[src/rtl/sat_counter.sv]
// Saturating / wrapping up-down counter with an inclusive runtime limit.
// Define SAT_COUNTER_STICKY_EN to build in the sticky blocked-step flag.
module sat_counter #(
   parameter int              WIDTH = 8,
   parameter longint unsigned STEP  = 1
) (
   input  logic             i_clk,
   input  logic             i_rstn,
   input  logic             i_en,
   input  logic             i_up,
   input  logic             i_mode,
   input  logic [WIDTH-1:0] i_limit,
   input  logic             i_load,
   input  logic [WIDTH-1:0] i_load_val,
   input  logic             i_clr_sticky,
   output logic [WIDTH-1:0] o_count,
   output logic             o_full,
   output logic             o_empty,
   output logic             o_wrap,
   output logic             o_sticky_sat
);

   localparam logic [WIDTH:0] STEP_X = (WIDTH+1)'(STEP);

   logic [WIDTH-1:0] count_q, count_d;
   logic             wrap_q, wrap_d;
   logic             blocked;
   logic [WIDTH:0]   count_x, limit_x, sum_x, diff_x;

   assign count_x = {1'b0, count_q};
   assign limit_x = {1'b0, i_limit};
   assign sum_x   = count_x + STEP_X;
   // Borrow out of the extra top bit marks count < STEP.
   assign diff_x  = count_x - STEP_X;

   assign o_full  = (count_q == i_limit);
   assign o_empty = (count_q == '0);
   assign o_count = count_q;
   assign o_wrap  = wrap_q;

   always_comb begin
      count_d = count_q;
      wrap_d  = 1'b0;
      blocked = 1'b0;
      if (i_load) begin
         count_d = (i_load_val > i_limit) ? i_limit : i_load_val;
      end else if (count_q > i_limit) begin
         count_d = i_limit;
      end else if (i_en) begin
         if (i_up) begin
            blocked = !i_mode && o_full;
            if (sum_x > limit_x) begin
               if (i_mode) begin
                  count_d = '0;
                  wrap_d  = 1'b1;
               end else begin
                  count_d = i_limit;
               end
            end else begin
               count_d = sum_x[WIDTH-1:0];
            end
         end else begin
            blocked = !i_mode && o_empty;
            if (diff_x[WIDTH]) begin
               if (i_mode) begin
                  count_d = i_limit;
                  wrap_d  = 1'b1;
               end else begin
                  count_d = '0;
               end
            end else begin
               count_d = diff_x[WIDTH-1:0];
            end
         end
      end
   end

   always_ff @(posedge i_clk) begin
      if (!i_rstn) begin
         count_q <= '0;
         wrap_q  <= 1'b0;
      end else begin
         count_q <= count_d;
         wrap_q  <= wrap_d;
      end
   end

`ifdef SAT_COUNTER_STICKY_EN
   logic sticky_q, sticky_d;

   always_comb begin
      sticky_d = sticky_q;
      if (blocked)           sticky_d = 1'b1;
      else if (i_clr_sticky) sticky_d = 1'b0;
   end

   always_ff @(posedge i_clk) begin
      if (!i_rstn) sticky_q <= 1'b0;
      else         sticky_q <= sticky_d;
   end

   assign o_sticky_sat = sticky_q;
`else
   logic unused_sticky;
   assign unused_sticky = i_clr_sticky ^ blocked;
   assign o_sticky_sat  = 1'b0;
`endif

endmodule

[config.mk]
export PLATFORM = sky130hd
export DESIGN_NAME = sat_counter
export DESIGN_NICKNAME = d
export VERILOG_FILES = /design/src/rtl/sat_counter.sv
export SDC_FILE = /design/constraint.sdc
export NUM_CORES = 1
export LEC_CHECK = 0
export CORE_MARGIN = 2
export CORE_UTILIZATION = 56
export DETAILED_ROUTE_END_ITERATION = 6
export GPL_ROUTABILITY_DRIVEN = 0
export GPL_TIMING_DRIVEN = 0
export PLACE_DENSITY = 0.87
export SLEW_MARGIN = 20
export SYNTH_ARGS = -nofsm -noshare
export SYNTH_HDL_FRONTEND = slang
export SYNTH_SLANG_ARGS = --single-unit
[constraint.sdc]
create_clock -name i_clk -period 5.4 [get_ports i_clk]
set_input_delay 0.81 -clock i_clk [delete_from_list [all_inputs] [get_ports i_clk]]
set_output_delay 0.81 -clock i_clk [all_outputs]
set_load 0.05 [all_outputs]
# ---- After elaboration in Yosys (flattened, before gate mapping)
# Index checks and enable logic that the tools add are counted.
dict set report word_totals {
  romBits 0
  mem_count 0
  latchBits 0
  wordCells 26
  output_inout_bits 12
  in_bits 23
  register_bits 9
  mem_bits_rw 0
}
dict set report classes {
  mux 13
  n_reduce_logical 3
  addsub 2
  shifts 0
  n_div 0
  bitwise 2
  order_cmp 3
  n_eq_ne 1
  n_mul 0
}
# operator n
set ops {}
lappend ops {{8-bit two-way mux} 9}
lappend ops {{8-bit > comparator} 2}
lappend ops {{8-bit by 1-bit adder with 9-bit output (second input constant)} 1}
lappend ops {{9-bit by 8-bit > comparator with 1-bit output} 1}
lappend ops {{8-bit by 1-bit subtractor with 9-bit output (second input constant)} 1}
lappend ops {{8-bit == test} 1}
lappend ops {{8-bit zero test} 1}
lappend ops {{1-bit two-way mux} 4}
lappend ops {{4-bit OR reduction} 1}
lappend ops {{3-bit nonzero test} 1}
lappend ops {{1-bit NOT} 2}

# ---- Depth between registers and ports, before layout
# Gate-level depths: netlist (run 1).
dict set report logic_depth {
  depth_word 7
  ltp_mapped 13
  mapped_depth_nobuf 12
}

# ---- Least setup slack after synthesis (run 1)
# OpenSTA, ideal clock, no wires.
dict set report synth_path {
  path_type {reg-to-reg}
  start {register count_q[0], in the netlist o_count[0]}
  end {register count_q[0], in the netlist o_count[0]}
  n_path_buf 1
  required_time_ns 5.275
  stages_incl_launch_ff 10
  setup_time_ns 0.125
  arrival_time_ns 3.145
  synth_period_minus_slack_ns 3.269
  slack_ns 2.131
  path_cell_list {dfxtp_1 > inv_1 > ha_1 > nand4_1 > nor2_1 > o31ai_1 > clkbuf_1 > or2_2 > a221oi_1 > nor3_1}
}
dict set report synth_between {
  elab_chain_cells 7
  word_cells_on_any_way 11
  cone_classes {2 x add/sub; 2 x order compare; 6 x mux; 1 x reduce/logical}
}
# item line_no
set synth_lines {}
lappend synth_lines {{start: declaration} 25} ;# logic [WIDTH-1:0] count_q, count_d;
lappend synth_lines {{start signal: assignment} 83} ;# count_q <= count_d;
lappend synth_lines {{8-bit by 1-bit adder with 9-bit output} 32} ;# assign sum_x = count_x + STEP_X;
lappend synth_lines {{9-bit by 8-bit > comparator with 1-bit output} 52} ;# if (sum_x > limit_x) begin
lappend synth_lines {{8-bit two-way mux} 52}
lappend synth_lines {{8-bit two-way mux} 50} ;# if (i_up) begin
lappend synth_lines {{8-bit two-way mux} 49} ;# end else if (i_en) begin
lappend synth_lines {{8-bit two-way mux} 47} ;# end else if (count_q > i_limit) begin
lappend synth_lines {{8-bit two-way mux} 45} ;# if (i_load) begin
# Parallel ways exist; a longest one is shown, timed or not. The select of a mux whose other input is x is not followed.
# A chain may end at the register's enable or synchronous reset.

# ---- Worst setup path after layout (run 1)
dict set report layout_path {
  start {input i_limit[5]}
  end {output o_full}
}
dict set report layout_between {
  elab_chain_cells 1
}
# item line_no
set layout_lines {}
lappend layout_lines {{start: declaration} 12} ;# input logic [WIDTH-1:0] i_limit,
lappend layout_lines {{8-bit == test} 36} ;# assign o_full = (count_q == i_limit);
lappend layout_lines {{end: declaration} 17} ;# output logic o_full,
# No other way between the ends.

==> summary.md, run 1 <==
| Metric | Value |
|---|---|
| Total clock buffers created by CTS | 3 |
| #FFs+latches synth | 9 |
| Syn Inst Count | 219 |
| Syn_nets | 269 |
| Area growth syn-to-layout | 23.49% |
| H-Tree Depth | 1 |
| # IOs | 35 |
| Most used DFF post-synth | dfxtp_1 |
| CTS Buffer Depth | 2 |
| Tmin final | 3.872 ns |
| Tot Pwr | 0.4419 mW |
| CTS tree | done |
| Clock Skews | 0.001657 ns |
| YS warnings | 0 |
| Final period utilization | 71.71% |
| Die Width | 58.12 um |
| WL/cell | ~17 um |
| Full die area | 0.003378 sq mm |
| Initial antenna violation count | 0 |
| # Max-Cap Violations | 0 |
| Crit end category | output port |
| Post-synth EDFFs | 0 |
| Clk Latency, worst-skew pair | 0.27 ns |
| Hold_ws | 0.6513 ns |
| First DRT Iteration DRCs | 145 |
| Vias in the first global route | around 1700 |
| M2 GR Usage | 51.30% |
| TNS Setup | 0 ns |
| Status | finished clean |
| Final Max Slew Viols | 0 |
| Die H | 58.12 um |
| HPWL after DPL | 3905 um |
| Hold Buf Count CTS | 0 |
| Core Region | 0.002781 sq mm |
| Leak | 0.8307 nW |
| Worst Tran Pin Value | just over 0.5 ns |
| GRT overflow | 0 |
| Final WL | 4823 um |
| Sinks on Clock Net | 9 |
| End-of-flow core utilization | 72.83% |
| Initial Util | 58.97% |
| Power Density | ~220 mW/mm^2 |
| Cts repair resizes | 0 |
| Fin. Hold Viols | 0 |
| Met1 GRT Util | 41.30% |
| Share of cells above drive strength 1 | between 8 and 9% |
| Drt drc | 0 |
| Kind of launch point of the worst setup path | input port |
| PortBufs | 32 |
| Maximum VDD drop | 170.3 uV |
| Antenna fix cells | 0 |
| Post-synthesis average cell area | 7.490 sq um |
| Worst hold-check path type | flip-flop to flip-flop |
| Synthesized cell area | 0.001640 sq mm |
| Final setup fails | 0 |
| Relative slew slack | 65.64% |
| WP data required | between 4 and 5 ns |
| Unique masters post-synth | 48 |
| # rows | 19 |
| Drt pass-1 iters | 5 |
| Post-route ant nets | 0 |
| Fraction of the yosys area taken by sequential cells | 10.98% |
| Max Freq | between 200 and 300 MHz |
| GRT Util Overall | a little under a third |
| GRT Max-Usage Layer | met2 |
| Routed via count | roughly 1900 |
| Largest net degree at the start of global routing | 11 |
| Async SR Flop Fraction | 0% |
| Worst EP arrival | around 3 ns |
| RSZ-0062 raised after global routing | false |
| Via density | about 6.5 |
| Met3 GRT Util | under 10% |
| Nets | 306 |
| Post-CTS setup buffers | 0 |
| Clk root buf | clkbuf_4 |
| Kind of critical path | input port to output port |
| Crit path max fanout | 4 |
| Clock transition at path regs | 0.06 ns |
| First-pass GRT wire length | 7962 um |
## cells in the mapped netlist (all sizes together), types with 2 or more instances
library cell  instances  share of area [%]
a211oi                8                4.0
a21o                  2               0.92
a21oi                21                6.4
a221oi                2                1.1
a311oi                2                1.1
and3                  3                1.2
buf                   8                3.9
clkbuf                4               0.92
dfxtp                 9                 11
ha                   27                 21
inv                  17                3.9
mux2                  2                1.4
mux2i                 3                1.8
nand2                13                3.0
nand2b                2               0.76
nand3                 7                2.1
nand4                 7                2.7
nor2                 11                2.5
nor2b                 4                1.5
nor3                  8                2.4
nor4                  2               0.76
nor4b                 3                2.5
o211ai                3                1.7
o21a                  2               0.92
o21ai                17                5.2
o221ai                5                2.7
o22ai                 2               0.76
o31ai                 2               0.92
o41ai                 2                1.1
or3                   3                1.1
or4                   3                1.8
xnor2                 3                1.6
xor2                  4                2.1
## per-stage QoR
stage	cells	setup slack [ns]	area [sq um]
floorplan	219	2.131	1640
global placement	282	1.562	1999
detailed placement	282	1.538	1999
CTS	286	1.541	2026
global route	286	1.436	2026
finish	286	1.528	2026
## cells by family after synthesis
| logic type | Yosys count | share of synthesized area, % |
|---|---|---|
| compound gates | 72 | 28.60 |
| simple gates | 69 | 23.95 |
| buf+inv | 29 | 8.695 |
| fa+ha+maj | 27 | 20.59 |
| flops | 9 | 10.98 |
| xor+xnor | 7 | 3.738 |
| mux | 5 | 3.204 |
| other cells | 1 | 0.2286 |
## metal layers
layer / vias to the layer above / routed length (um) / part of all wire (%)
met2: 103 / 2288 / 47
met4: 0 / 57 / 1.2
met1: 848 / 2118 / 44
met3: 7 / 358 / 7.4
li1: 912 / - / -
met5: - / 0 / 0
## cell type report
| cell class | instances | area, sq um |
|---|---|---|
| buffer | 12 | 78.83 |
| clock buffer | 4 | 26.28 |
| fill | 238 | 755.7 |
| inverter | 17 | 63.81 |
| multi-input combinational | 181 | 1318 |
| sequential | 9 | 180.2 |
| tap | 31 | 38.79 |
| timing repair buffer | 32 | 320.3 |
## path summary, 6_finish.rpt
kind	startpoint	endpoint	slack [ns]	depth (start not counted)
max	i_limit[5]	o_full	1.53	6
min	o_count[0]	o_count[0]	0.65	2
max reg2reg	o_count[4]	o_count[7]	2.11	13
min reg2reg	o_count[0]	o_count[0]	0.65	2
## where the power goes
group,switching (mW),internal [mW]
clock network,0.0269,0.0287
logic,0.177,0.121
registers,0.0128,0.0752
total,0.217,0.225
## critical path, cell delays in order
cell and delay (ns):
clkdlybuf4s50_1 0.56, inv_1 0.14, ha_1 0.32, nand4_1 0.16, nor2_1 0.23, clkdlybuf4s50_1 0.84
## state kept, by name, indices dropped and copies added (netlist names)
name / cells
o_wrap: 1
o_count: 8
## cell usage in the layout (no fill, tap or decap), types with 5 or more instances in the layout
cell             instances
clkdlybuf4s50_1         32
o21ai_0                 17
nand4_1                  7
dfxtp_1                  9
a21oi_1                 21
o221ai_1                 5
nor2_1                  11
ha_1                    27
nand3_1                  7
a211oi_1                 7
inv_1                   17
clkbuf_1                 5
nand2_1                 13
nor3_1                   8
No activity file was read; power rests on OpenSTA's default activity.
==> inputs of run 2 (changes only) <==
Settings changed: CORE_UTILIZATION 56 to 52, PLACE_DENSITY 0.87 to 0.81.
Clock period 5.4 ns to 3.92 ns, I/O delays scaled along.
==> run 2 against run 1 <==
Compared with the run above: core utilization fell by 5.4 points; first-iteration DRC count rose by 2.1%; global-route usage fell by 0.64 points; largest cell class unchanged; critical path depth did not move.
==> summary.md, run 2 (same netlist as run 1, synthesis figures left out) <==
| Metric | Value |
|---|---|
| Status | finished clean |
| Clk Latency, worst-skew pair | 0.28 ns (about the same) |
| Drt drc | 0 (unchanged) |
| Core Region | 0.003028 sq mm (+8.9%) |
| PortBufs | 32 (unchanged) |
| Maximum VDD drop | 146.3 uV (-14%) |
| GRT overflow | 0 (unchanged) |
| H-Tree Depth | 1 (unchanged) |
| WP data required | 3.33 ns (-1.26 ns) |
| Final Max Slew Viols | 0 (unchanged) |
| Sw Share | 49.31% (+0.20 points) |
| CTS Buffer Depth | 2 (unchanged) |
| Slowest stage delay, CP | 0.84 ns (about the same) |
| Via density | 6.304 (-3.6%) |
| Sequential cell area | 180.2 sq um (unchanged) |
| Max reg flops | 8 (unchanged) |
| Most common cell after layout, fill and taps aside | clkdlybuf4s50_1 |
| Largest net degree at the start of global routing | 11 (unchanged) |
| Routed via count | 1885 (+0.80%) |
| Sequential Power Share | 19.9% (about the same) |
| Share of cells above drive strength 1 | 8.235% (unchanged) |
| Top cell family by delay on the critical path | buffers and inverters |
| Fillers | 272 (+14%) |
| Kind of launch point of the worst setup path | input port |
| Clock transition at path regs | 0.07 ns (about the same) |
| Worst EP arrival | 2.81 ns (-0.25 ns) |
| Final period utilization | 86.75% |
| Vias in the first global route | 1765 (+3.2%) |
| Drt pass-1 iters | 5 (unchanged) |
| Combinational Power Share | 66.9% (-0.6 points) |
| Clk root buf | clkbuf_4 |
| Final WL | 4777 um (-0.95%) |
| Hold_ws | 0.6514 ns (+0.00008500 ns) |
| Leak | 0.8307 nW (unchanged) |
| Crit path max fanout | 4 (unchanged) |
| Worst hold-check path type | flip-flop to flip-flop |
| HPWL after DPL | 3814 um (-2.3%) |
| Tmin final | 3.400 ns |
| Clock power share | 13.2% (+0.6 points) |
| Kind of critical path | input port to output port |
| First-pass GRT wire length | 7990 um (+0.35%) |
| Psw | 0.3010 mW (+39%) |
| Buf/Inv on CP | 3 (unchanged) |
| Initial antenna violation count | 0 (unchanged) |
| Sinks on Clock Net | 9 (unchanged) |
| TNS Setup | 0 ns (unchanged) |
| # Max-Cap Violations | 0 (unchanged) |
| WL/cell | 15.98 um (-5.3%) |
| Power Density | 299.0 mW/mm^2 (+37%) |
| Cts repair resizes | 0 (unchanged) |
| Clock Skews | 0.0004982 ns (-0.001159 ns) |
| Commonest non-fill, non-tap cells in the layout | 32 x clkdlybuf4s50_1, 27 x ha_1, 21 x a21oi_1 |
| Post-route ant nets | 0 (unchanged) |
| CTS tree | done |
| Die Width | 60.17 um (+3.5%) |
| Crit end category | output port |
| Cell repeated most along the worst path | clkdlybuf4s50_1 |
| Worst Tran Pin Value | 0.5220 ns (+0.01202 ns) |
| First DRT Iteration DRCs | 148 (+2.1%) |
| Post-CTS setup buffers | 0 (unchanged) |
| Die H | 60.17 um (+3.5%) |
| RSZ-0062 raised after global routing | false |
| Tot Pwr | 0.6105 mW (+38%) |
| Fin. Hold Viols | 0 (unchanged) |
| Initial Util | 54.17% (-4.8 points) |
| # rows | 20 (+1) |
| Final setup fails | 0 (unchanged) |
| Internal power | 0.3095 mW (+38%) |
| Relative slew slack | 64.83% (-0.81 points) |
| CP max-delay cell | clkdlybuf4s50_1 |
| Nets | 306 (unchanged) |
| Antenna fix cells | 0 (unchanged) |
| # IOs | 35 (unchanged) |
| Hold Buf Count CTS | 0 (unchanged) |
| Total clock buffers created by CTS | 3 (unchanged) |
| Max Freq | 294.1 MHz |
| CP Cell Sequence | clkdlybuf4s50_1 -> inv_1 -> ha_1 -> nand4_1 -> nor2_1 -> clkdlybuf4s50_1 |
| Combined area of the multi-input logic cells | 0.001318 sq mm (unchanged) |
| Full die area | 0.003620 sq mm (+7.2%) |
| Area growth syn-to-layout | 24.49% |
| GRT Util Overall | 29.65% (-0.64 points) |
## run 2: cell counts in the layout (fill, tap and decap cells not counted)
Identical to the previous run, type by type.
## run 2: metrics by stage
step | setup WS (ns) | area, sq um | cells | utilization [%]
2_1_floorplan | 0.6506 | 1640 | 219 | -
3_3_place_gp | 0.5335 | 2016 | 295 | 66.57
3_5_place_dp | 0.5178 | 2016 | 295 | 66.57
4_1_cts | 0.5236 | 2042 | 299 | 67.44
5_1_grt | 0.3701 | 2042 | 299 | 67.44
6_report | 0.5195 | 2042 | 299 | 67.44
## run 2: area by class of cell
cell class	count	area share [%]
multi-input combinational	181	64.52
timing repair buffer	32	15.69
tap	44	2.696
inverter	17	3.125
sequential	9	8.824
buffer	12	3.860
clock buffer	4	1.287
## run 2: path summary, 6_finish.rpt
kind | start | to | slack [ns] | cells past startpoint
max reg2reg | o_count[6] | o_count[7] | 0.61 | 12
max | i_limit[3] | o_full | 0.52 | 6
min | o_count[0] | o_count[0] | 0.65 | 2
min reg2reg | o_count[0] | o_count[0] | 0.65 | 2
## run 2: tightest hold or removal path, delay by kind of cell (launching register included)
kind	cells	cell delay (ns)
flops	1	0.41
simple gates	2	0.20
## run 2: power by group through the flow
stage | logic (mW) | registers [mW] | clock network (mW)
floorplan | 0.248 | 0.159 | 0
global placement | 0.397 | 0.123 | 0
detailed placement | 0.402 | 0.123 | 0
CTS | 0.404 | 0.121 | 0.0796
global route | 0.450 | 0.123 | 0.0832
finish | 0.409 | 0.122 | 0.0805
## run 2: metal layers
| layer | share of wire, % | wire, um | up-vias | track usage, % |
|---|---|---|---|---|
| met5 | 0 | 0 | - | 0 |
| met4 | 2.4 | 116 | 0 | 11.43 |
| met3 | 9.7 | 465 | 13 | 3.896 |
| met2 | 46 | 2179 | 117 | 46.58 |
| met1 | 42 | 2016 | 850 | 40.72 |
| li1 | - | - | 905 | - |
==> inputs of run 3 (changes only) <==
Settings changed: GPL_TIMING_DRIVEN 0 to unset.
==> run 3 against run 2 <==
Compared with the run above: critical path type unchanged; clock skew grew 0.0019 ns; core utilization shrank 1.9 points; cell area shrank 2.8%; global-route usage shrank 1.9 points; fmax shrank 0.33%; combinational power shrank 8.8%.
==> summary.md, run 3 (same netlist as run 1, synthesis figures left out) <==
| Metric | Value |
|---|---|
| GRT Util Overall | 27.76% (-1.9 points) |
| Slowest stage delay, CP | 0.84 ns (about the same) |
| First-pass GRT wire length | 7590 um (-5.0%) |
| Hold_sp | o_count[0] |
| Clk root buf | clkbuf_4 |
| Kind of launch point of the worst setup path | input port |
| Core Region | 0.003028 sq mm (unchanged) |
| Die Width | 60.17 um (unchanged) |
| Clock Skews | 0.002428 ns (+0.001930 ns) |
| Tot Pwr | 0.5925 mW (-2.9%) |
| Die H | 60.17 um (unchanged) |
| Max reg flops | 8 (unchanged) |
| Pre-CTS setup slack | 0.4871 ns (-0.03076 ns) |
| Register-to-register setup slack | 0.60 ns (about the same) |
| WP data required | 3.33 ns (about the same) |
| Cts repair resizes | 0 (unchanged) |
| Buf/Inv on CP | 3 (unchanged) |
| PortBufs | 32 (unchanged) |
| Share of cells above drive strength 1 | 6.504% (-1.7 points) |
| Placed Area | 0.001959 sq mm (-2.8%) |
| Hold_ws | 0.6514 ns (+0.00009500 ns) |
| Worst hold-check path type | flip-flop to flip-flop |
| Hold depth | 2 (unchanged) |
| Worst reg2reg endpoint | o_count[7] |
| CP Cell Sequence | clkdlybuf4s50_1 -> inv_1 -> ha_1 -> nand4_1 -> nor2_1 -> clkdlybuf4s50_1 |
| Final Max Slew Viols | 0 (unchanged) |
| Total clock buffers created by CTS | 3 (unchanged) |
| HPWL after DPL | 3686 um (-3.4%) |
| CP max-delay cell | clkdlybuf4s50_1 |
| H-Tree Depth | 1 (unchanged) |
| Hold Buf Count CTS | 0 (unchanged) |
| End-of-flow core utilization | 65.58% (-1.9 points) |
| CTS tree | done |
| Commonest non-fill, non-tap cells in the layout | 32 x clkdlybuf4s50_1, 27 x ha_1, 21 x a21oi_1 |
| Most common cell after layout, fill and taps aside | clkdlybuf4s50_1 |
| GRT overflow | 0 (unchanged) |
| # IOs | 35 (unchanged) |
| Routed via count | 1764 (-6.4%) |
| Maximum VDD drop | 176.6 uV (+21%) |
| Worst Tran Pin Value | 0.5546 ns (+0.03259 ns) |
| Design area | 0.001986 sq mm (-2.8%) |
| Final setup fails | 0 (unchanged) |
| Leak | 0.8002 nW (-3.7%) |
| Fin. Hold Viols | 0 (unchanged) |
| Placed insts | 286 (-3.1%) |
| # Max-Cap Violations | 0 (unchanged) |
| Clk Latency, worst-skew pair | 0.28 ns (about the same) |
| Top cell family by delay on the critical path | buffers and inverters |
| Clock transition at path regs | 0.07 ns (about the same) |
| Relative slew slack | 62.71% (-2.1 points) |
| Area growth syn-to-layout | 21.05% |
| Final WL | 4542 um (-4.9%) |
| Worst EP arrival | 2.82 ns (about the same) |
| Reg2reg start | o_count[4] |
| Nets | 297 (-2.9%) |
| Drt pass-1 iters | 4 (-1) |
| Crit end category | output port |
| Post-CTS setup buffers | 0 (unchanged) |
| Via density | 6.083 (-3.5%) |
| Max Freq | 293.1 MHz (-0.33%) |
| Full die area | 0.003620 sq mm (unchanged) |
| RSZ-0062 raised after global routing | false |
| Crit path max fanout | 4 (unchanged) |
| WL/cell | 15.66 um (-2.0%) |
| Initial antenna violation count | 0 (unchanged) |
| TNS Setup | 0 ns (unchanged) |
| Sinks on Clock Net | 9 (unchanged) |
| Kind of critical path | input port to output port |
| Tmin final | 3.412 ns (+0.01132 ns) |
| Hold Path Sink | o_count[0] |
| Status | finished clean |
| Largest net degree at the start of global routing | 16 (+5) |
| Non-filler instance count after layout | 290 (-3.0%) |
| Antenna fix cells | 0 (unchanged) |
| Final period utilization | 87.04% (+0.29 points) |
| First DRT Iteration DRCs | 80 (-46%) |
| Power Density | 298.4 mW/mm^2 (-0.19%) |
| Cell repeated most along the worst path | clkdlybuf4s50_1 |
| Initial Util | 54.17% (unchanged) |
| Reg2reg path depth | 12 (unchanged) |
| Post-route ant nets | 0 (unchanged) |
| Drt drc | 0 (unchanged) |
| Vias in the first global route | 1589 (-10%) |
| # rows | 20 (unchanged) |
| Fin worst setup slack | 0.5082 ns (-0.01132 ns) |
| CTS Buffer Depth | 2 (unchanged) |
run 3: changes by cell type in the layout (fill, tap and decap cells not counted), sizes merged:
cell | previous run | this run
buf | 8 | 3
clkbuf | 8 | 4
run 3: worst min-delay path: stages (launching register included):
cell	delay (ns)
dfxtp_1	0.41
nor2_1	0.14
nor3_1	0.06
run 3: final cells by class:
| cell class | count | area [sq um] |
|---|---|---|
| inverters | 17 | 63.81 |
| fillers | 286 | 1042 |
| flip-flops and latches | 9 | 180.2 |
| well taps | 44 | 55.05 |
| repair buffers | 35 | 342.8 |
| clock buffers | 4 | 26.28 |
| multi-input cells | 181 | 1318 |
run 3: power breakdown:
part | switching, mW | internal (mW)
clock | 0.0389 | 0.0395
sequential | 0.0376 | 0.103
combinational | 0.216 | 0.157
run 3: layer usage:
metal / routed length, um / track usage (%) / vias to the layer above / part of all wire, %
met5: 0 / 0 / - / 0
met4: 88 / 9.524 / 0 / 1.9
met3: 273 / 1.082 / 7 / 6.0
met2: 2186 / 45.96 / 69 / 48
met1: 1995 / 38.19 / 802 / 44
li1: - / - / 886 / -
run 3: worst max path at each step:
stage / startpoint / endpoint / slack, ns / depth (start not counted)
finish: i_limit[5] / o_full / 0.51 / 6
global route: o_count[2] / o_count[7] / 0.30 / 11
CTS: i_limit[5] / o_full / 0.52 / 6
detailed placement: i_limit[5] / o_count[7] / 0.49 / 11
global placement: i_limit[5] / o_count[7] / 0.54 / 11
floorplan: o_count[0] / o_count[0] / 0.65 / 9
